--- src/rtl/spectrum_peak_find.sv ---
// Streaming top-2 local-maximum finder over the usable half-spectrum of one FFT frame.
// Results are published one cycle after the eop beat and held until the next frame end.
module spectrum_peak_find #(
  parameter int               FFT_N   = 1024,
  parameter int               BIN_W   = 10,
  parameter int               MAG_W   = 16,
  parameter int               DC_SKIP = 2,
  parameter logic [MAG_W-1:0] MIN_MAG = MAG_W'(64)
) (
  input  logic             clk,
  input  logic             rst_n,
  input  logic [MAG_W-1:0] data_modulus,
  input  logic             data_valid,
  input  logic             data_eop,
  output logic             peak_done,
  output logic [BIN_W-1:0] peak1_idx,
  output logic [MAG_W-1:0] peak1_mag,
  output logic [BIN_W-1:0] peak2_idx,
  output logic [MAG_W-1:0] peak2_mag,
  output logic [1:0]       peak_num,
  output logic             frame_err
);

  // Counter values (index of the current beat k) for which bin k-1 may be a candidate.
  localparam logic [BIN_W-1:0] LoCnt   = BIN_W'(DC_SKIP + 1);
  localparam logic [BIN_W-1:0] HiCnt   = BIN_W'(FFT_N / 2);
  localparam logic [BIN_W-1:0] LastCnt = BIN_W'(FFT_N - 1);

  logic [BIN_W-1:0] r_binCnt;
  logic             r_over;
  logic [MAG_W-1:0] r_m1;
  logic [MAG_W-1:0] r_m2;

  logic             r_p1Vld;
  logic [BIN_W-1:0] r_p1Idx;
  logic [MAG_W-1:0] r_p1Mag;
  logic             r_p2Vld;
  logic [BIN_W-1:0] r_p2Idx;
  logic [MAG_W-1:0] r_p2Mag;

  logic             r_peakDone;
  logic [BIN_W-1:0] r_out1Idx;
  logic [MAG_W-1:0] r_out1Mag;
  logic [BIN_W-1:0] r_out2Idx;
  logic [MAG_W-1:0] r_out2Mag;
  logic [1:0]       r_peakNum;
  logic             r_frameErr;

  logic             w_cand;
  logic [BIN_W-1:0] w_candIdx;
  logic             w_n1Vld;
  logic [BIN_W-1:0] w_n1Idx;
  logic [MAG_W-1:0] w_n1Mag;
  logic             w_n2Vld;
  logic [BIN_W-1:0] w_n2Idx;
  logic [MAG_W-1:0] w_n2Mag;
  logic             w_last;

  assign w_last = data_valid && data_eop;

  // Evaluate bin k-1 against its neighbours and fold it into the running top-2.
  always_comb begin
    w_candIdx = r_binCnt - BIN_W'(1);
    w_cand    = data_valid && (r_binCnt >= LoCnt) && (r_binCnt <= HiCnt) &&
                (r_m2 < r_m1) && (r_m1 >= data_modulus) && (r_m1 >= MIN_MAG);
    w_n1Vld = r_p1Vld;
    w_n1Idx = r_p1Idx;
    w_n1Mag = r_p1Mag;
    w_n2Vld = r_p2Vld;
    w_n2Idx = r_p2Idx;
    w_n2Mag = r_p2Mag;
    if (w_cand) begin
      if (!r_p1Vld || (r_m1 > r_p1Mag)) begin
        w_n2Vld = r_p1Vld;
        w_n2Idx = r_p1Idx;
        w_n2Mag = r_p1Mag;
        w_n1Vld = 1'b1;
        w_n1Idx = w_candIdx;
        w_n1Mag = r_m1;
      end else if (!r_p2Vld || (r_m1 > r_p2Mag)) begin
        w_n2Vld = 1'b1;
        w_n2Idx = w_candIdx;
        w_n2Mag = r_m1;
      end
    end
  end

  // Per-frame tracking state; cleared on the eop beat so the next frame can start immediately.
  always_ff @(posedge clk or negedge rst_n) begin
    if (!rst_n) begin
      r_binCnt <= '0;
      r_over   <= 1'b0;
      r_m1     <= '0;
      r_m2     <= '0;
      r_p1Vld  <= 1'b0;
      r_p1Idx  <= '0;
      r_p1Mag  <= '0;
      r_p2Vld  <= 1'b0;
      r_p2Idx  <= '0;
      r_p2Mag  <= '0;
    end else if (w_last) begin
      r_binCnt <= '0;
      r_over   <= 1'b0;
      r_m1     <= '0;
      r_m2     <= '0;
      r_p1Vld  <= 1'b0;
      r_p1Idx  <= '0;
      r_p1Mag  <= '0;
      r_p2Vld  <= 1'b0;
      r_p2Idx  <= '0;
      r_p2Mag  <= '0;
    end else if (data_valid) begin
      // The count saturates, so overlong frames are remembered separately.
      if (r_binCnt == LastCnt) begin
        r_over <= 1'b1;
      end else begin
        r_binCnt <= r_binCnt + BIN_W'(1);
      end
      r_m2    <= r_m1;
      r_m1    <= data_modulus;
      r_p1Vld <= w_n1Vld;
      r_p1Idx <= w_n1Idx;
      r_p1Mag <= w_n1Mag;
      r_p2Vld <= w_n2Vld;
      r_p2Idx <= w_n2Idx;
      r_p2Mag <= w_n2Mag;
    end
  end

  // Published results, loaded only at frame end and held otherwise.
  always_ff @(posedge clk or negedge rst_n) begin
    if (!rst_n) begin
      r_peakDone <= 1'b0;
      r_out1Idx  <= '0;
      r_out1Mag  <= '0;
      r_out2Idx  <= '0;
      r_out2Mag  <= '0;
      r_peakNum  <= '0;
      r_frameErr <= 1'b0;
    end else begin
      r_peakDone <= w_last;
      if (w_last) begin
        r_out1Idx  <= w_n1Vld ? w_n1Idx : '0;
        r_out1Mag  <= w_n1Vld ? w_n1Mag : '0;
        r_out2Idx  <= w_n2Vld ? w_n2Idx : '0;
        r_out2Mag  <= w_n2Vld ? w_n2Mag : '0;
        r_peakNum  <= 2'(w_n1Vld) + 2'(w_n2Vld);
        r_frameErr <= (r_binCnt != LastCnt) || r_over;
      end
    end
  end

  assign peak_done = r_peakDone;
  assign peak1_idx = r_out1Idx;
  assign peak1_mag = r_out1Mag;
  assign peak2_idx = r_out2Idx;
  assign peak2_mag = r_out2Mag;
  assign peak_num  = r_peakNum;
  assign frame_err = r_frameErr;

endmodule

--- config.mk ---
export PLATFORM = sky130hd
export DESIGN_NAME = spectrum_peak_find
export DESIGN_NICKNAME = d
export VERILOG_FILES = /design/src/rtl/spectrum_peak_find.sv
export SDC_FILE = /design/constraint.sdc
export NUM_CORES = 1
export LEC_CHECK = 0
export CORE_MARGIN = 1
export CORE_UTILIZATION = 40
export DETAILED_ROUTE_END_ITERATION = 10
export SLEW_MARGIN = 15
export SYNTH_ARGS = -nofsm -noshare
export SYNTH_HDL_FRONTEND = slang
export SYNTH_SLANG_ARGS = --single-unit
--- constraint.sdc ---
create_clock -name clk -period 5.88 [get_ports clk]
set_input_delay 1.764 -clock clk [delete_from_list [all_inputs] [get_ports clk]]
set_output_delay 1.764 -clock clk [all_outputs]
set_load 0.02 [all_outputs]
# Word level (Yosys, flattened, before mapping)
# Index checks and enable logic that the tools add are counted.
[totals] reg_bits=153 out_inout_bits=56 wordCells=86 input_bits=20
[classes] addsub=3 n_eq_ne=3 muxes=41 n_reduce_logical=15 order_cmp=7
[ops] cell="$mux 16" n=15
[ops] cell="$mux 10" n=14
[ops] cell="$gt 16x16->1" n=2
[ops] cell="$ge 16x16->1" n=1
[ops] cell="$ge 16x7->1 const B" n=1
[ops] cell="$lt 16x16->1" n=1
[ops] cell="$mux 1" n=12
[ops] cell="$add 10x1->10 const B" n=1
[ops] cell="$eq 10x10->1 const B" n=1
[ops] cell="$ge 10x2->1 const B" n=1
[ops] cell="$le 10x10->1 const B" n=1
[ops] cell="$ne 10x10->1 const B" n=1
[ops] cell="$sub 10x1->10 const B" n=1
[ops] cell="$logic_and 1x1->1" n=6
[ops] cell="$reduce_and 2->1" n=2
[ops] cell="$reduce_bool 2->1" n=2
[ops] cell="$logic_or 1x1->1" n=3
[ops] cell="$add 1x1->2" n=1
[ops] cell="$logic_not 1->1" n=2
[ops] cell="$ne 2x2->1 const B" n=1

# Depth between registers and ports, before layout
# Gate-level depths: netlist of run 1.
[logic_depth] depth_word=9 ltp_mapped=12

# Worst setup path before layout of run 1
# No wires, ideal clock.
[synth_timing] path_kind="input to register" start="input data_modulus[11]" end="register r_out1Mag[10] (netlist: peak1_mag[10])" arrival_time_ps=3798 stages=10 setup_ps=126 t_required_ps=5754 setup_slack_ps=1956 cell_sequence="inv_1 > ha_1 > a21oi_1 > o21ai_1 > a2111o_1 > a41o_1 > a31oi_1 > nor3_2 > buf_4 > a221o_1"
[synth_via] elab_chain_len=5 word_cells_on_any_way=6 cone_classes="order compare: 1; mux: 3; reduce/logical: 2"
[synth_lines] element="start: declaration" line_no="12" source="input logic [MAG_W-1:0] data_modulus,"
[synth_lines] element="$ge 16x16->1 (*)" line_no="65" source="(r_m2 < r_m1) && (r_m1 >= data_modulus) && (r_m1 >= MIN_MAG);"
[synth_lines] element="$logic_and 1x1->1 (*) (2 in series)" line_no="65"
[synth_lines] element="$mux 16 / $mux 1 (equally long branches)" line_no="72" source="if (w_cand) begin"
[synth_lines] element="$mux 16 (*)" line_no="144" source="r_out1Mag <= w_n1Vld ? w_n1Mag : '0;"
[synth_lines] element="end signal: assignment" line_no="144"
[synth_lines] element="end: declaration" line_no="43" source="logic [MAG_W-1:0] r_out1Mag;"
# Mark *: on every way between the ends. The rest lies on a longest branch, timed or not.
# A chain may end at the register's enable or synchronous reset.

# Worst setup path after layout of run 1
[layout_timing] start="input data_modulus[15]" end="register r_out2Mag[11] (netlist: peak2_mag[11])"
[layout_via] elab_chain_len=5 word_cells_on_any_way=6 cone_classes="order compare: 1; mux: 3; reduce/logical: 2"
[layout_lines] element="$ge 16x16->1 (*)" line_no="65"
[layout_lines] element="$logic_and 1x1->1 (*) (2 in series)" line_no="65"
[layout_lines] element="$mux 16 / $mux 1 (equally long branches)" line_no="72"
[layout_lines] element="$mux 16 (*)" line_no="146" source="r_out2Mag <= w_n2Vld ? w_n2Mag : '0;"
[layout_lines] element="end signal: assignment" line_no="146"
[layout_lines] element="end: declaration" line_no="45" source="logic [MAG_W-1:0] r_out2Mag;"
# Marks and branches as above.

==> results of run 1 <==
==> layout make-up <==
cell class,instances,area [µm²]
Fill cell,1957,11000
Multi-Input combinational cell,577,4340
Sequential cell,153,3830
Timing Repair Buffer,93,902
Clock buffer,20,447
Tap cell,275,344
Inverter,82,308
Clock inverter,11,146
==> worst max path at each step <==
stage | to | depth (start not counted) | from | slack, ps
2_1_floorplan | peak1_mag[10] | 10 | data_modulus[11] | 1960
3_3_place_gp | peak1_mag[14] | 10 | data_modulus[15] | 770
3_5_place_dp | peak2_mag[11] | 11 | data_modulus[15] | 790
4_1_cts | peak2_mag[15] | 11 | data_modulus[15] | 1250
5_1_grt | peak2_mag[15] | 11 | data_modulus[15] | 1060
6_report | peak2_mag[11] | 11 | data_modulus[15] | 1240
==> stage by stage <==
step / cells / worst slack, ps / cell area (µm²) / util [%] / hold WS [ps]
2_1_floorplan: 877 / 1960 / 8770 / - / 456
4_1_cts: 1211 / 1250 / 10300 / 48.5 / 485
3_3_place_gp: 1180 / 768 / 9720 / 45.6 / 466
3_5_place_dp: 1180 / 790 / 9720 / 45.7 / 470
5_1_grt: 1211 / 1060 / 10300 / 48.5 / 505
6_report: 1211 / 1240 / 10300 / 48.5 / 477
==> power groups by stage <==
| stage | Sequential (W) | Clock, W | Combinational, W |
|---|---|---|---|
| 6_report | 0.00121 | 0.00113 | 0.000575 |
| 5_1_grt | 0.00122 | 0.00119 | 0.000643 |
| 4_1_cts | 0.00121 | 0.00114 | 0.000577 |
| 3_5_place_dp | 0.00123 | 0 | 0.000573 |
| 3_3_place_gp | 0.00123 | 0 | 0.000563 |
| 2_1_floorplan | 0.00123 | 0 | 0.000353 |
==> routing by layer <==
layer / vias to the layer above / track usage [%]
met5: - / 0
met4: 0 / 7.02
met3: 27 / 4.21
met2: 214 / 31.9
met1: 3519 / 34.5
li1: 3398 / -
==> critical path: cells and delay by family <==
kind	cells	cell delay (ps)
compound gates	4	1300
fa+ha+maj	1	310
buf+inv	3	830
simple gates	3	740
==> registers in the layout, summed over array words and instances, names as in the netlist, 10 cells and up <==
register,cells
r_p1Mag,16
r_p1Idx,10
peak2_mag,16
r_m2,16
peak2_idx,10
r_p2Idx,10
r_m1,16
r_binCnt,10
peak1_mag,16
r_p2Mag,16
peak1_idx,10
==> synth_stat cells (all sizes together), types with 2 or more instances <==
master | number | area, µm²
o221a | 24 | 270
a221o | 19 | 190
a221oi | 5 | 43.8
o22ai | 25 | 156
a211oi | 28 | 215
nor3 | 10 | 70.1
o2bb2ai | 25 | 219
nand4 | 12 | 75.1
clkbuf | 40 | 150
nand2 | 66 | 248
inv | 82 | 308
nand3 | 11 | 60.1
o31ai | 2 | 15.0
nand2b | 6 | 37.5
nor2b | 2 | 12.5
xnor2 | 6 | 52.6
nor4 | 8 | 86.3
mux2i | 9 | 90.1
o311ai | 3 | 26.3
ha | 67 | 838
a31o | 19 | 166
and3 | 26 | 163
a21oi | 17 | 85.1
a22o | 15 | 131
xor2 | 9 | 78.8
a21o | 4 | 30.0
a31oi | 11 | 68.8
dfrtp | 153 | 3830
o21ai | 28 | 144
buf | 25 | 153
o211ai | 19 | 143
a21boi | 2 | 15.0
mux2 | 2 | 22.5
a311oi | 23 | 201
nor2 | 60 | 225
==> layout by cell type, fill, tap and decap left out, types with 3 or more instances in the layout <==
cell type / synthesis / layout
o22ai_1: 25 / 25
o211ai_1: 19 / 19
mux2i_1: 9 / 9
clkdlybuf4s50_1: 0 / 72
a221oi_1: 5 / 5
inv_1: 82 / 81
clkinv_2: 0 / 3
dfrtp_1: 153 / 153
xor2_1: 9 / 9
xnor2_1: 6 / 6
nand2b_1: 6 / 6
buf_4: 5 / 16
a21oi_1: 17 / 17
o21ai_1: 11 / 11
o311ai_1: 3 / 3
a221o_1: 19 / 19
a31oi_1: 11 / 11
nand3_1: 10 / 10
bufinv_16: 0 / 3
a211oi_1: 27 / 27
ha_1: 67 / 67
nor3_2: 4 / 3
nand2_1: 66 / 66
a21o_1: 4 / 4
o21ai_0: 16 / 16
nor2_1: 60 / 60
and3_1: 26 / 26
a31o_2: 19 / 19
nand4_1: 12 / 12
o2bb2ai_1: 25 / 25
nor4_1: 5 / 5
clkbuf_16: 0 / 17
a311oi_1: 23 / 23
o221a_2: 23 / 23
a22o_1: 15 / 15
nor3_1: 6 / 6
==> cells by family after synthesis <==
logic type,after synthesis,synth area share (%)
adder cells (fa/ha/maj),67,9.56
buffers and inverters,147,6.96
AO/OA/AOI/OAI,278,25.4
AND/OR/NAND/NOR,206,11.6
multiplexers,11,1.28
XOR/XNOR,15,1.50
flip-flops,153,43.7
==> key figures, run 1 <==
Floorplan
  • Row count: 53
  • DIE AREA: 0.0225 mm²
  • Ports: 76
  • Die width: 150 µm
  • Initial Util: 41.2%
  • Core Area: 0.0213 mm²
  • Die Ht: 150 µm

Synthesis
  • Syn avg cell area: 10.0 µm²
  • Post-synth net total: 964
  • Post-synth EDFFs: 0
  • Cell Area, Synth: 0.00877 mm²
  • Syn Inst Count: 877
  • Top_reg_cell synth: dfrtp_1
  • Async S/R FF share, synth: 100%
  • Total number of yosys warnings: 0
  • Netlist cell types: 62
  • Post-synthesis sequential area ratio: 43.7%
  • Synth Register Bits: 153

Route
  • Routed WL: 24100 µm
  • Post-route ant nets: 0
  • WL met3: 1380 µm
  • DRT Pass-1 Iters: 5
  • M1 wire length: 12100 µm
  • Met2 Routed Length: 10200 µm
  • Vias post-DR: 7158
  • Drt via density: 5.91
  • Max Used Layer: met4
  • Post-DR wirelength/cell: 19.9 µm
  • Initial drt markers: 489
  • DRC Markers: 0

Power
  • VDD IR max: 0.143 mV
  • Total Power: 0.00291 W
  • Internal: 0.00205 W
  • Comb power frac: 19.7%
  • PD cells: 282 mW/mm²
  • Pleak: 4.52 nW
  • NetSw: 0.000865 W
  • Switching share of total power: 29.7%
  • Clock power share: 38.7%
  • Sequential Power Share: 41.5%

Worst setup path
  • CP Data Arrival Time: 4960 ps
  • Req. time, crit path: 6200 ps
  • Reg-to-Reg End: peak2_mag[11]
  • Setup crit end kind: flip-flop
  • WS Path Type: in2reg
  • Slowest CP cell: nand2b_1
  • Max incr delay on CP: 550 ps
  • Setup crit start kind: primary input
  • Worst reg2reg path depth: 9
  • Crit-path max FO: 28
  • Reg-to-reg startpoint: r_m1[14]
  • Register-to-register path setup slack: 1640 ps
  • Worst path cell trace: clkdlybuf4s50_1, inv_1, ha_1, nand4_1, nor3_1, a2111o_1, a41o_1, o2111a_1, buf_4, nand2b_1, o221a_2

CTS
  • H-tree depth: 4
  • CTS Buf Count: 17
  • CTS root buffer: clkbuf_16
  • Hold_buf cts: 0
  • TritonCTS clock tree: yes
  • Skew-Pair Late Insertion Delay: 430 ps
  • Num Clock Sinks: 153
  • Buffer depth of the longest clock path: 2
  • Clock-pin transition on the worst setup and hold timing paths: 60 ps
  • Resize count post-CTS: 0
  • Post CTS Setup Buffer Count: 0

Worst hold path
  • Hold path depth: 2
  • Hold Crit Class: reg2reg
  • Hold path start: peak_num[1]
  • WHS Endpoint: peak_num[1]

Run
  • Max cap viols: 0

Finish
  • Ant diodes: 0
  • Nets: 1011
  • Layout cell share with drive strength beyond 1: 11.5%
  • Area Overhead vs Synth: 17.7%

Timing
  • Period utilization: 79.0%
  • Minimum clock period: 4640 ps
  • Slew @ Worst Pin: 1090 ps
  • Layout Skew: 6.58 ps
  • Final Setup Violations: 0
  • Slew margin rel.: 27.2%
  • Setup_tns: 0 ps
  • Final Slew Violations: 0
  • Maximum clock rate: 215 MHz
  • RSZ-0062 raised after global routing: false
  • Hold Vio Cnt, Final: 0

GRT
  • Largest net degree at the start of global routing: 81
  • Vias in the first global route: 6856
  • Aggregate global routing overflow: 0
  • Initial antenna violation count: 0
  • First-pass GRT wire length: 38900 µm
  • Total Routing Usage GR: 22.6%

Outcome
  • Status: finished clean

Placed design
  • I/O Buffers: 75
  • HPWL after detailed placement: 16600 µm
  • RePlAce Congestion: 0.812
Note: power is estimated with default switching activity, not from simulation.
==> run 2, diff against run 1 <==
- clock period: 5.88 -> 4.6 ns (I/O delays scaled with it)
==> run 2 against run 1 <==
Compared with the run above: routed wire length shrank 0.26%; count of clock-buffer cells in the layout up 2; first-iteration DRC count down 8.6%; cell count rose by 0.66%; critical endpoint is now peak1_mag[8]; design area rose by 0.40%; core utilization is 0.19 points higher; critical path depth decreased by 1; clock power rose by 26%; setup slack worse by 820 ps; non-clock buffer count is 9 higher.
==> key figures, run 2 (synthesis results as in run 1) <==
Outcome
  • Status: finished clean (unchanged)

Run
  • Max cap viols: 0 (unchanged)

Timing
  • Final Slew Violations: 0 (unchanged)
  • Final Setup Violations: 0 (unchanged)
  • Hold Vio Cnt, Final: 0 (unchanged)
  • Slew margin rel.: 13.7% (was 27.2%)
  • Period utilization: 90.9%
  • Maximum clock rate: 239 MHz
  • Layout Skew: 9.49 ps (was 6.58 ps)
  • RSZ-0062 raised after global routing: false (unchanged)
  • Setup_tns: 0 ps (unchanged)
  • Slew @ Worst Pin: 1290 ps (was 1090 ps)
  • Minimum clock period: 4180 ps

Route
  • Drt via density: 5.88 (was 5.91)
  • Routed WL: 24000 µm (was 24100 µm)
  • Post-DR wirelength/cell: 19.7 µm (was 19.9 µm)
  • Post-route ant nets: 0 (unchanged)
  • DRC Markers: 0 (unchanged)
  • DRT Pass-1 Iters: 5 (unchanged)
  • Initial drt markers: 447 (was 489)
  • Vias post-DR: 7163 (was 7158)

Worst setup path
  • CP Data Arrival Time: 4540 ps (was 4960 ps)
  • Req. time, crit path: 4960 ps (was 6200 ps)
  • Setup crit start kind: primary input (unchanged)
  • Setup crit end kind: flip-flop (unchanged)
  • Crit-path max FO: 17 (was 28)
  • WS Path Type: in2reg (unchanged)

Floorplan
  • Core Area: 0.0213 mm² (unchanged)
  • Die width: 150 µm (unchanged)
  • Ports: 76 (unchanged)
  • Die Ht: 150 µm (unchanged)
  • DIE AREA: 0.0225 mm² (unchanged)
  • Row count: 53 (unchanged)
  • Initial Util: 41.2% (unchanged)

Power
  • Switching share of total power: 29.0% (was 29.7%)
  • Comb power frac: 19.9% (was 19.7%)
  • VDD IR max: 0.206 mV (was 0.143 mV)
  • Internal: 0.00263 W (was 0.00205 W)
  • Clock power share: 38.3% (was 38.7%)
  • PD cells: 358 mW/mm² (was 282 mW/mm²)
  • NetSw: 0.00108 W (was 0.000865 W)
  • Pleak: 4.56 nW (was 4.52 nW)
  • Sequential Power Share: 41.8% (was 41.5%)

GRT
  • Aggregate global routing overflow: 0 (unchanged)
  • Largest net degree at the start of global routing: 74 (was 81)
  • Total Routing Usage GR: 22.6% (about the same)
  • Vias in the first global route: 6918 (was 6856)
  • First-pass GRT wire length: 38800 µm (was 38900 µm)
  • Initial antenna violation count: 0 (unchanged)

CTS
  • Post CTS Setup Buffer Count: 0 (unchanged)
  • Clock-pin transition on the worst setup and hold timing paths: 60 ps (about the same)
  • Hold_buf cts: 0 (unchanged)
  • H-tree depth: 4 (unchanged)
  • CTS root buffer: clkbuf_16 (unchanged)
  • Buffer depth of the longest clock path: 2 (unchanged)
  • Skew-Pair Late Insertion Delay: 430 ps (about the same)
  • CTS Buf Count: 17 (unchanged)
  • Resize count post-CTS: 0 (unchanged)
  • TritonCTS clock tree: yes (unchanged)
  • Num Clock Sinks: 153 (unchanged)

Finish
  • Ant diodes: 0 (unchanged)
  • Nets: 1020 (was 1011)
  • Area Overhead vs Synth: 18.1% (was 17.7%)
  • Layout cell share with drive strength beyond 1: 12.2% (was 11.5%)
  • Area of the multi-input gates: 0.00433 mm² (was 0.00434 mm²)
  • # fillers: 1922 (was 1957)
  • Commonest cells after routing, fill and taps aside: dfrtp_1 (153), inv_1 (81), clkdlybuf4s50_1 (72), ha_1 (67), nand2_1 (66) (unchanged)
  • Finished Layout Cells: 1219 (was 1211)
  • Register area: 0.00383 mm² (unchanged)
  • Commonest non-fill, non-tap cell in the layout: dfrtp_1 (unchanged)
  • Fin area: 0.0104 mm² (was 0.0103 mm²)

Placed design
  • Placed Cells incl. Taps: 1189 (was 1180)
  • RePlAce Congestion: 0.846 (was 0.812)
  • I/O Buffers: 75 (unchanged)
  • DP Area: 0.00977 mm² (was 0.00972 mm²)
  • HPWL after detailed placement: 16900 µm (was 16600 µm)

Worst hold path
  • Hold Crit Class: reg2reg (unchanged)
run 2: critical path, stage by stage:
cell and delay [ps]:
clkdlybuf4s50_1 470, inv_1 50, ha_1 300, a21oi_1 130, o21ai_1 110, a2111o_1 470, a41oi_2 270, nor4_4 80
nor3_2 990, a221o_1 290
run 2: power by group through the flow:
stage | sequential, W | clock, W | combinational (W)
after floorplan | 0.00157 | 0 | 0.000451
after global placement | 0.00157 | 0 | 0.000724
after detailed placement | 0.00157 | 0 | 0.000736
after CTS | 0.00155 | 0.00144 | 0.000742
after global routing | 0.00156 | 0.00149 | 0.000827
final | 0.00155 | 0.00142 | 0.000738
run 2: area by class of cell:
cell class | count | area share [%]
Multi-Input combinational cell | 577 | 41.8
Clock buffer | 22 | 4.48
Tap cell | 275 | 3.32
Inverter | 82 | 2.97
Timing Repair Buffer | 102 | 9.24
Clock inverter | 8 | 1.17
Sequential cell | 153 | 37.0
run 2: path summary, 6_finish.rpt:
path	start	endpoint	slack (ps)	depth (start not counted)
hold / removal	frame_err	frame_err	480	2
setup / recovery	data_modulus[9]	peak1_mag[8]	420	10
max in group asynchronous	rst_n	r_p2Vld	2680	2
hold reg to reg	frame_err	frame_err	480	2
setup reg to reg	r_m1[14]	peak1_mag[8]	890	9
min in group asynchronous	rst_n	r_m1[9]	960	1
run 2: routing by layer:
metal	vias up	GRT usage, %	part of all wire [%]
met2	220	33.6	44
met3	24	3.84	5.2
met1	3522	33.8	49
met4	0	5.56	1.1
met5	-	0	0
li1	3397	-	-
run 2: stage by stage:
stage / util, % / hold slack (ps) / power (W) / worst slack (ps)
final: 48.7 / 478 / 0.00371 / 420
after global placement: 45.9 / 463 / 0.00229 / 88.3
after floorplan: - / 456 / 0.00203 / 1060
after CTS: 48.7 / 485 / 0.00373 / 501
after detailed placement: 45.9 / 470 / 0.00231 / 57.4
after global routing: 48.7 / 512 / 0.00388 / 268
